$ cat src/rtl/divider_sequencer.sv
// Multi-cycle radix-2 restoring divider for RV32M DIV/DIVU/REM/REMU with its own FSM.
// Optional: define DIVIDER_EARLY_OUT_EN to finish in one cycle when |dividend| < |divisor|.
module divider_sequencer #(
    parameter int XLEN = 32
) (
    input  logic            clk,
    input  logic            rst,
    input  logic            startE,
    input  logic [1:0]      div_opcode,
    input  logic [XLEN-1:0] operand1,
    input  logic [XLEN-1:0] operand2,
    input  logic            flush,
    output logic [XLEN-1:0] result_divide,
    output logic            done,
    output logic            busy
);
    localparam int CW = $clog2(XLEN);

    typedef enum logic [1:0] {IDLE, RUN, DONE} state_t;

    state_t          state, state_nxt;
    logic [CW-1:0]   cnt;
    logic [XLEN-1:0] rem_q, quo_q, dvsr_q;
    logic            sgn_q, a_neg_q, b_neg_q, rem_op_q;

    // Request-side decode, evaluated combinationally in IDLE
    logic            is_signed, a_neg, b_neg, div_zero, ovf, early, special, accept;
    logic [XLEN-1:0] mag_a, mag_b, special_res;

    assign is_signed = ~div_opcode[0];
    assign a_neg     = is_signed & operand1[XLEN-1];
    assign b_neg     = is_signed & operand2[XLEN-1];
    assign mag_a     = a_neg ? -operand1 : operand1;
    assign mag_b     = b_neg ? -operand2 : operand2;
    assign div_zero  = (operand2 == '0);
    assign ovf       = is_signed && (operand1 == {1'b1, {(XLEN-1){1'b0}}}) && (&operand2);
`ifdef DIVIDER_EARLY_OUT_EN
    assign early     = ~div_zero && (mag_a < mag_b);
`else
    assign early     = 1'b0;
`endif
    assign special   = div_zero | ovf | early;
    assign accept    = (state == IDLE) && startE && !flush;

    always_comb begin
        special_res = '0;
        if (div_zero)
            special_res = div_opcode[1] ? operand1 : '1;
        else if (ovf)
            special_res = div_opcode[1] ? '0 : {1'b1, {(XLEN-1){1'b0}}};
        else
            special_res = div_opcode[1] ? operand1 : '0;
    end

    // One restoring step: shift {rem, quo} left, try subtracting the divisor
    logic [XLEN:0]   trial;
    logic            step_ok;
    logic [XLEN-1:0] rem_nxt, quo_nxt, q_fix, r_fix;

    assign trial   = {rem_q, quo_q[XLEN-1]} - {1'b0, dvsr_q};
    assign step_ok = ~trial[XLEN];
    assign rem_nxt = step_ok ? trial[XLEN-1:0] : {rem_q[XLEN-2:0], quo_q[XLEN-1]};
    assign quo_nxt = {quo_q[XLEN-2:0], step_ok};
    assign q_fix   = (sgn_q && (a_neg_q ^ b_neg_q)) ? -quo_nxt : quo_nxt;
    assign r_fix   = (sgn_q && a_neg_q) ? -rem_nxt : rem_nxt;

    always_ff @(posedge clk or posedge rst) begin
        if (rst) state <= IDLE;
        else     state <= state_nxt;
    end

    always_comb begin
        state_nxt = state;
        busy      = 1'b0;
        done      = 1'b0;
        case (state)
            IDLE: if (accept) begin
                busy      = 1'b1;
                state_nxt = special ? DONE : RUN;
            end
            RUN: begin
                busy = 1'b1;
                if (flush)         state_nxt = IDLE;
                else if (cnt == '0) state_nxt = DONE;
            end
            DONE: begin
                done      = ~flush;
                state_nxt = IDLE;
            end
            default: state_nxt = IDLE;
        endcase
    end

    // Datapath; result_divide only moves on the edge that enters DONE
    always_ff @(posedge clk or posedge rst) begin
        if (rst) begin
            cnt           <= '0;
            rem_q         <= '0;
            quo_q         <= '0;
            dvsr_q        <= '0;
            sgn_q         <= 1'b0;
            a_neg_q       <= 1'b0;
            b_neg_q       <= 1'b0;
            rem_op_q      <= 1'b0;
            result_divide <= '0;
        end else if (accept) begin
            sgn_q    <= is_signed;
            a_neg_q  <= a_neg;
            b_neg_q  <= b_neg;
            rem_op_q <= div_opcode[1];
            dvsr_q   <= mag_b;
            rem_q    <= '0;
            quo_q    <= mag_a;
            cnt      <= CW'(XLEN-1);
            if (special) result_divide <= special_res;
        end else if (state == RUN && !flush) begin
            rem_q <= rem_nxt;
            quo_q <= quo_nxt;
            cnt   <= cnt - CW'(1);
            if (cnt == '0) result_divide <= rem_op_q ? r_fix : q_fix;
        end
    end
endmodule

$ cat config.mk
export PLATFORM = sky130hd
export DESIGN_NAME = divider_sequencer
export DESIGN_NICKNAME = d
export VERILOG_FILES = /design/src/rtl/divider_sequencer.sv
export SDC_FILE = /design/constraint.sdc
export NUM_CORES = 1
export LEC_CHECK = 0
export CORE_MARGIN = 4
export CORE_UTILIZATION = 40
export CTS_BUF_LIST = sky130_fd_sc_hd__clkbuf_16
export DETAILED_ROUTE_END_ITERATION = 7
export PLACE_DENSITY_LB_ADDON = 0.05
export SLEW_MARGIN = 20
export SYNTH_ARGS = -nofsm -noshare
export SYNTH_HDL_FRONTEND = slang
export SYNTH_SLANG_ARGS = --single-unit
$ cat constraint.sdc
create_clock -name clk -period 15.1 [get_ports clk]
set_input_delay 4.53 -clock clk [delete_from_list [all_inputs] [get_ports clk]]
set_output_delay 4.53 -clock clk [all_outputs]
set_load 0.05 [all_outputs]
==> flow_summary.json, run 1 <==
{
  "async_reset_ff_share_pct": 100.0,
  "grt_pass1_wl_um": 62890,
  "gp_congestion": 0.9000,
  "r2r_slack_ps": 8840,
  "top_layer": "met4",
  "rsz0062_at_grt": "no",
  "synthDistinctLibCells": 100,
  "cts_sinks": 139,
  "wirelength_um": 39670,
  "finalNetCount": 1647,
  "min_period_ps": 10770,
  "htreeDepth": 4,
  "vias": 11510,
  "rows": 62,
  "io_pins": 104,
  "post_cts_buffers": 0,
  "period_share_pct": 71.33,
  "grt_max_degree": 74,
  "start_kind": "primary input",
  "fp.dieH_um": 180.2,
  "n_antenna_cell": 0,
  "path_cells": "clkdlybuf4s50_1 -> nor2_1 -> nand3b_1 -> nand2_1 -> clkdlybuf4s50_1",
  "cellLeakagePower_uw": 0.005531,
  "dieArea_sq_um": 32470,
  "wl_met2_um": 18240,
  "ff2ff_path_depth": 22,
  "core_sq_um": 29010,
  "critical-path-slowest-cell": "clkdlybuf4s50_1",
  "dr.pass1.iters": 5,
  "syn_avg_cell_area_sq_um": 7.980,
  "numCtsBuffers": 17,
  "synth-main-ff-cell": "dfrtp_1",
  "antenna_left": 0,
  "worst_setup_path_end_kind": "primary output",
  "synth.ff_latch_count": 139,
  "dp_hpwl_um": 30100,
  "p_seq_share_pct": 33.4,
  "peakVddDrop_v": 0.00008191,
  "wl_met1_um": 18890,
  "worst-path-buf-inv": 2,
  "hold_start": "dvsr_q[11]",
  "cts_tree": "built",
  "synth_area_sq_um": 11860,
  "drt-initial-drc-count": 1053,
  "max_stage_delay_ps": 800,
  "initial_core_util_pct": 40.87,
  "antenna_found_initial": 0,
  "synthCells": 1486,
  "clockPowerShare_pct": 32.7,
  "placedCellCount": 1902,
  "cts_resized": 0,
  "clkTransAtPathRegs_ps": 60,
  "hold_path.class": "flop to flop",
  "grtUsageTotal_pct": 23.98,
  "max_freq_mhz": 92.84,
  "wire_per_inst_um": 20.53,
  "r2r-start": "quo_q[31]",
  "clk_path_buf_depth": 2,
  "critPathKind": "primary input to primary output",
  "cts_hold_buf": 0,
  "hold_path_end": "dvsr_q[11]",
  "status": "finished clean",
  "drv_cap": 0,
  "r2r-end": "result_divide[30]",
  "hold_viol_final": 0,
  "p_sw_share_pct": 37.42,
  "grt-ovfl-total": 0,
  "intPower_uw": 894.6,
  "flow.area_growth_from_synthesis_pct": 15.94,
  "yosys_warnings": 0,
  "avgViaCountPerCell": 5.958,
  "finalClockSkew_ps": 9.244,
  "worst_pin_slew_ps": 1004,
  "ys_seq_area_share_pct": 29.33,
  "drive_gt1_share_pct": 6.008,
  "portBuffers": 103,
  "worstPathArrival_ps": 6240,
  "drc": 0,
  "pwr-share-comb_pct": 33.9,
  "clock-root-buffer": "clkbuf_16",
  "stdcell_count": 1932,
  "maxSlewViolCount": 0,
  "setup_tns_ps": 0,
  "switchingPower_uw": 534.9,
  "critPathMaxFanout": 4,
  "holdPathStages": 2,
  "die-width_um": 180.2,
  "synth_edf_count": 0,
  "path_common_cell": "clkdlybuf4s50_1",
  "max-slew-margin-rel_pct": 32.45,
  "crit_family": "buffers and inverters",
  "p_per_area_nw_per_um2": 104.0,
  "setup_viol": 0,
  "synth_nets": 1596,
  "first_global_vias": 11023,
  "critPathRequiredTime_ps": 10570,
  "wl_met3_um": 1814,
  "clk_latency_ps": 440
}
-- metrics by stage --
stage | hold WS (ps) | utilization [%] | worst slack [ps] | total power, uW | cell area (sq um)
after floorplan | 449.8 | - | 4759 | 815.8 | 11860
after global placement | 466.8 | 45.23 | 4362 | 957.9 | 13120
after detailed placement | 471.2 | 45.23 | 4327 | 962.8 | 13120
after CTS | 485.5 | 47.39 | 4320 | 1435 | 13750
after global routing | 501.2 | 47.39 | 4209 | 1513 | 13750
final | 481.8 | 47.39 | 4329 | 1430 | 13750
-- cells in the mapped netlist (25+ instances only) --
cell	n	area share (%)
nor2_1	110	3.5
clkbuf_1	51	1.6
ha_1	39	4.1
o21ai_0	184	7.8
nor4_1	25	1.3
a21oi_1	91	3.8
xnor2_1	72	5.3
xor2_1	68	5.0
nand2_1	168	5.3
a31oi_1	28	1.5
inv_1	54	1.7
dfrtp_1	139	29
nor3_1	34	1.4
a22oi_1	41	2.6
-- cell type report --
class,count,area (sq um)
clock inverter,13,201.4
timing repair buffer,118,1144
inverter,55,214.0
multi-input combinational,1206,7806
fill,2959,15260
sequential,139,3478
tap,384,480.5
clock buffer,17,425.4
-- worst max-delay path by stage --
stage	startpoint	to	cells past startpoint
CTS	flush	busy	5
floorplan	flush	busy	6
global route	flush	busy	5
detailed placement	flush	busy	5
finish	flush	busy	5
global placement	flush	busy	5
-- power by group through the flow --
| stage | clock (uW) | combinational, uW | sequential [uW] |
|---|---|---|---|
| 6_report | 468 | 485 | 477 |
| 5_1_grt | 490 | 538 | 485 |
| 4_1_cts | 475 | 483 | 477 |
| 3_5_place_dp | 0 | 480 | 483 |
| 2_1_floorplan | 0 | 352 | 464 |
| 3_3_place_gp | 0 | 475 | 482 |
-- cells by family (layout without fill, tap and decap cells) --
| family | count (synthesis) | after routing | share of synthesized area [%] |
|---|---|---|---|
| xor gates and xnor gates | 140 | 140 | 10.34 |
| DFF | 139 | 139 | 29.33 |
| buffers and inverters | 141 | 203 | 5.085 |
| adders and majority gates | 40 | 40 | 4.284 |
| and+or+nand+nor | 489 | 489 | 20.77 |
| AOI/OAI and AO/OA | 509 | 509 | 27.69 |
| muxes | 28 | 28 | 2.500 |
-- tightest hold or removal path: stages, from the launching register on --
cell	delay [ps]
dfrtp_1	340
nand2_1	40
o21ai_0	60
-- registers in the layout, indices dropped and copies added (netlist names), 2 cells and up --
register       flops
dvsr_q            32
quo_q             32
rem_q             32
result_divide     32
cnt                5
state              2
-- placed cells by master (no fill, tap or decap), types with 7 or more instances in the layout --
cell type	instances
a211oi_1	7
a21o_1	11
a21oi_1	91
a221oi_1	11
a22oi_1	41
a31oi_1	28
and2_1	13
and3_1	12
buf_4	15
clkbuf_16	17
clkdlybuf4s50_1	103
dfrtp_1	139
ha_1	39
inv_1	53
mux2i_1	22
nand2_1	168
nand2b_1	15
nand3_1	12
nand4_1	14
nor2_1	108
nor2b_1	10
nor3_1	34
nor4_1	25
o211ai_1	22
o21ai_0	184
o31ai_1	20
o41ai_1	8
or3_1	16
or4_1	9
xnor2_1	72
xor2_1	68
-- layer usage --
| layer | GRT usage, % | vias to the layer above |
|---|---|---|
| met5 | 0 | - |
| met4 | 6.050 | 0 |
| met3 | 3.169 | 32 |
| met2 | 37.51 | 311 |
| met1 | 35.16 | 5599 |
| li1 | - | 5568 |
Note: power is estimated with default switching activity, not from simulation.
==> run 2: changes to the inputs <==
==> constraint.sdc (replaced) <==
create_clock -name clk -period 9.38 [get_ports clk]
set_input_delay 2.814 -clock clk [delete_from_list [all_inputs] [get_ports clk]]
set_output_delay 2.814 -clock clk [all_outputs]
set_load 0.05 [all_outputs]
==> run 2 against run 1 <==
  * Wire length increased by 0.42%
  * Clock skew increased by 8.1 ps
  * Register-to-register slack got worse by 5800 ps
  * Via count increased by 0.26%
  * Combinational power increased by 61%
  * Sequential power increased by 61%
  * Worst setup slack got worse by 2300 ps
  * Hold slack got worse by 3.1 ps
  * Clock power increased by 47%
  * Die area unchanged
  * Clock-buffer cell count unchanged
  * Critical endpoint unchanged
  * Largest cell class unchanged
  * Highest routed layer unchanged
==> flow_summary.json, run 2 (synthesis gave the netlist of run 1 again) <==
{
  "rows": 62,
  "drive_gt1_share_pct": 6.000,
  "max_freq_mhz": 136.3,
  "critPathMaxFanout": 4,
  "layout_common_cells": "o21ai_0, nand2_1, dfrtp_1",
  "holdPathStages": 2,
  "gp_congestion": 0.9156,
  "holdWs_ps": 478.7,
  "clock-root-buffer": "clkbuf_16",
  "drv_cap": 0,
  "worst_setup_path_end_kind": "primary output",
  "postLayoutCoreUtil_pct": 47.22,
  "wirelength_um": 39840,
  "peakVddDrop_v": 0.0001318,
  "r2r-end": "result_divide[30]",
  "start_kind": "primary input",
  "multi_input_area_sq_um": 7806,
  "numCtsBuffers": 17,
  "r2r_slack_ps": 3080,
  "min_period_ps": 7336,
  "worst_pin_slew_ps": 1120,
  "cts_resized": 0,
  "fp.dieH_um": 180.2,
  "dieArea_sq_um": 32470,
  "flow.area_growth_from_synthesis_pct": 15.53,
  "drt-initial-drc-count": 944,
  "r2r-start": "rem_q[17]",
  "clk_latency_ps": 440,
  "setup_tns_ps": 0,
  "first_global_vias": 10892,
  "critPathKind": "primary input to primary output",
  "initial_core_util_pct": 40.87,
  "fin_area_sq_um": 13700,
  "grt-ovfl-total": 0,
  "status": "finished clean",
  "wire_per_inst_um": 20.59,
  "grtUsageTotal_pct": 23.93,
  "hold_viol_final": 0,
  "intPower_uw": 1364,
  "maxSlewViolCount": 0,
  "setup_viol": 0,
  "grt_pass1_wl_um": 62730,
  "ff2ff_path_depth": 20,
  "worstPathArrival_ps": 4520,
  "die-width_um": 180.2,
  "clk_path_buf_depth": 2,
  "dr.pass1.iters": 6,
  "pwr-share-comb_pct": 34.9,
  "antenna_left": 0,
  "rsz0062_at_grt": "no",
  "htreeDepth": 4,
  "p_sw_share_pct": 39.02,
  "max-slew-margin-rel_pct": 24.68,
  "dpl_cell_area_sq_um": 13120,
  "cellLeakagePower_uw": 0.005505,
  "drc": 0,
  "core_sq_um": 29010,
  "finalClockSkew_ps": 17.38,
  "antenna_found_initial": 0,
  "cts_sinks": 139,
  "cts_tree": "built",
  "portBuffers": 103,
  "switchingPower_uw": 872.7,
  "io_pins": 104,
  "period_share_pct": 78.21,
  "hold_path.class": "flop to flop",
  "fillers": 2946,
  "dp_hpwl_um": 30250,
  "clkTransAtPathRegs_ps": 60,
  "avgViaCountPerCell": 5.964,
  "vias": 11540,
  "stdcell_count": 1935,
  "layout_commonest_cell": "o21ai_0",
  "p_per_area_nw_per_um2": 163.2,
  "hold_path_end": "dvsr_q[6]",
  "seq_area_sq_um": 3478,
  "clockPowerShare_pct": 30.7,
  "hold_start": "dvsr_q[6]",
  "critPathRequiredTime_ps": 6570,
  "grt_max_degree": 87,
  "post_cts_buffers": 0,
  "finalNetCount": 1647,
  "placedCellCount": 1902,
  "p_seq_share_pct": 34.4,
  "cts_hold_buf": 0
}
-- run 2: cell types whose count changed in the layout (fill, tap and decap cells not counted), sizes merged --
cell      change
diode         +1
clkinv        -2
inv           +5
clkinvlp      +2
bufinv        -3
-- run 2: through the flow --
step,total power (uW),worst slack (ps)
final,2236,2044
after global routing,2373,1927
after CTS,2239,2038
after detailed placement,1550,2039
after global placement,1545,2067
after floorplan,1313,2471
-- run 2: final cells by class --
| class | count | area share, % |
|---|---|---|
| Antenna cell | 1 | 0.01826 |
| Multi-Input combinational cell | 1206 | 56.98 |
| Tap cell | 384 | 3.507 |
| Timing Repair Buffer | 118 | 8.347 |
| Clock inverter | 15 | 1.096 |
| Inverter | 55 | 1.562 |
| Sequential cell | 139 | 25.39 |
| Clock buffer | 17 | 3.105 |
-- run 2: power by group through the flow --
stage	sequential [uW]	combinational [uW]	clock (uW)
after global routing	781	869	723
final	769	781	686
after global placement	777	768	0
after CTS	768	777	694
after floorplan	747	567	0
after detailed placement	778	772	0
-- run 2: metal layers --
| layer | vias to the layer above | wire [um] | GRT usage [%] | part of all wire [%] |
|---|---|---|---|---|
| met4 | 0 | 700 | 5.989 | 1.8 |
| met1 | 5629 | 19140 | 35.03 | 48 |
| li1 | 5556 | - | - | - |
| met5 | - | 0 | 0 | 0 |
| met2 | 313 | 18240 | 37.39 | 46 |
| met3 | 42 | 1764 | 3.351 | 4.4 |
-- run 2: worst max-delay path by stage --
stage,from,end,slack (ps)
6_report,flush,busy,2040
5_1_grt,flush,busy,1930
4_1_cts,flush,busy,2040
3_5_place_dp,flush,busy,2040
3_3_place_gp,flush,busy,2070
2_1_floorplan,flush,busy,2470
-- run 2: critical path, cell delays in order --
cell	delay [ps]
clkdlybuf4s50_1	500
nor2_1	200
nand3b_1	120
nand2_1	80
clkdlybuf4s50_1	800
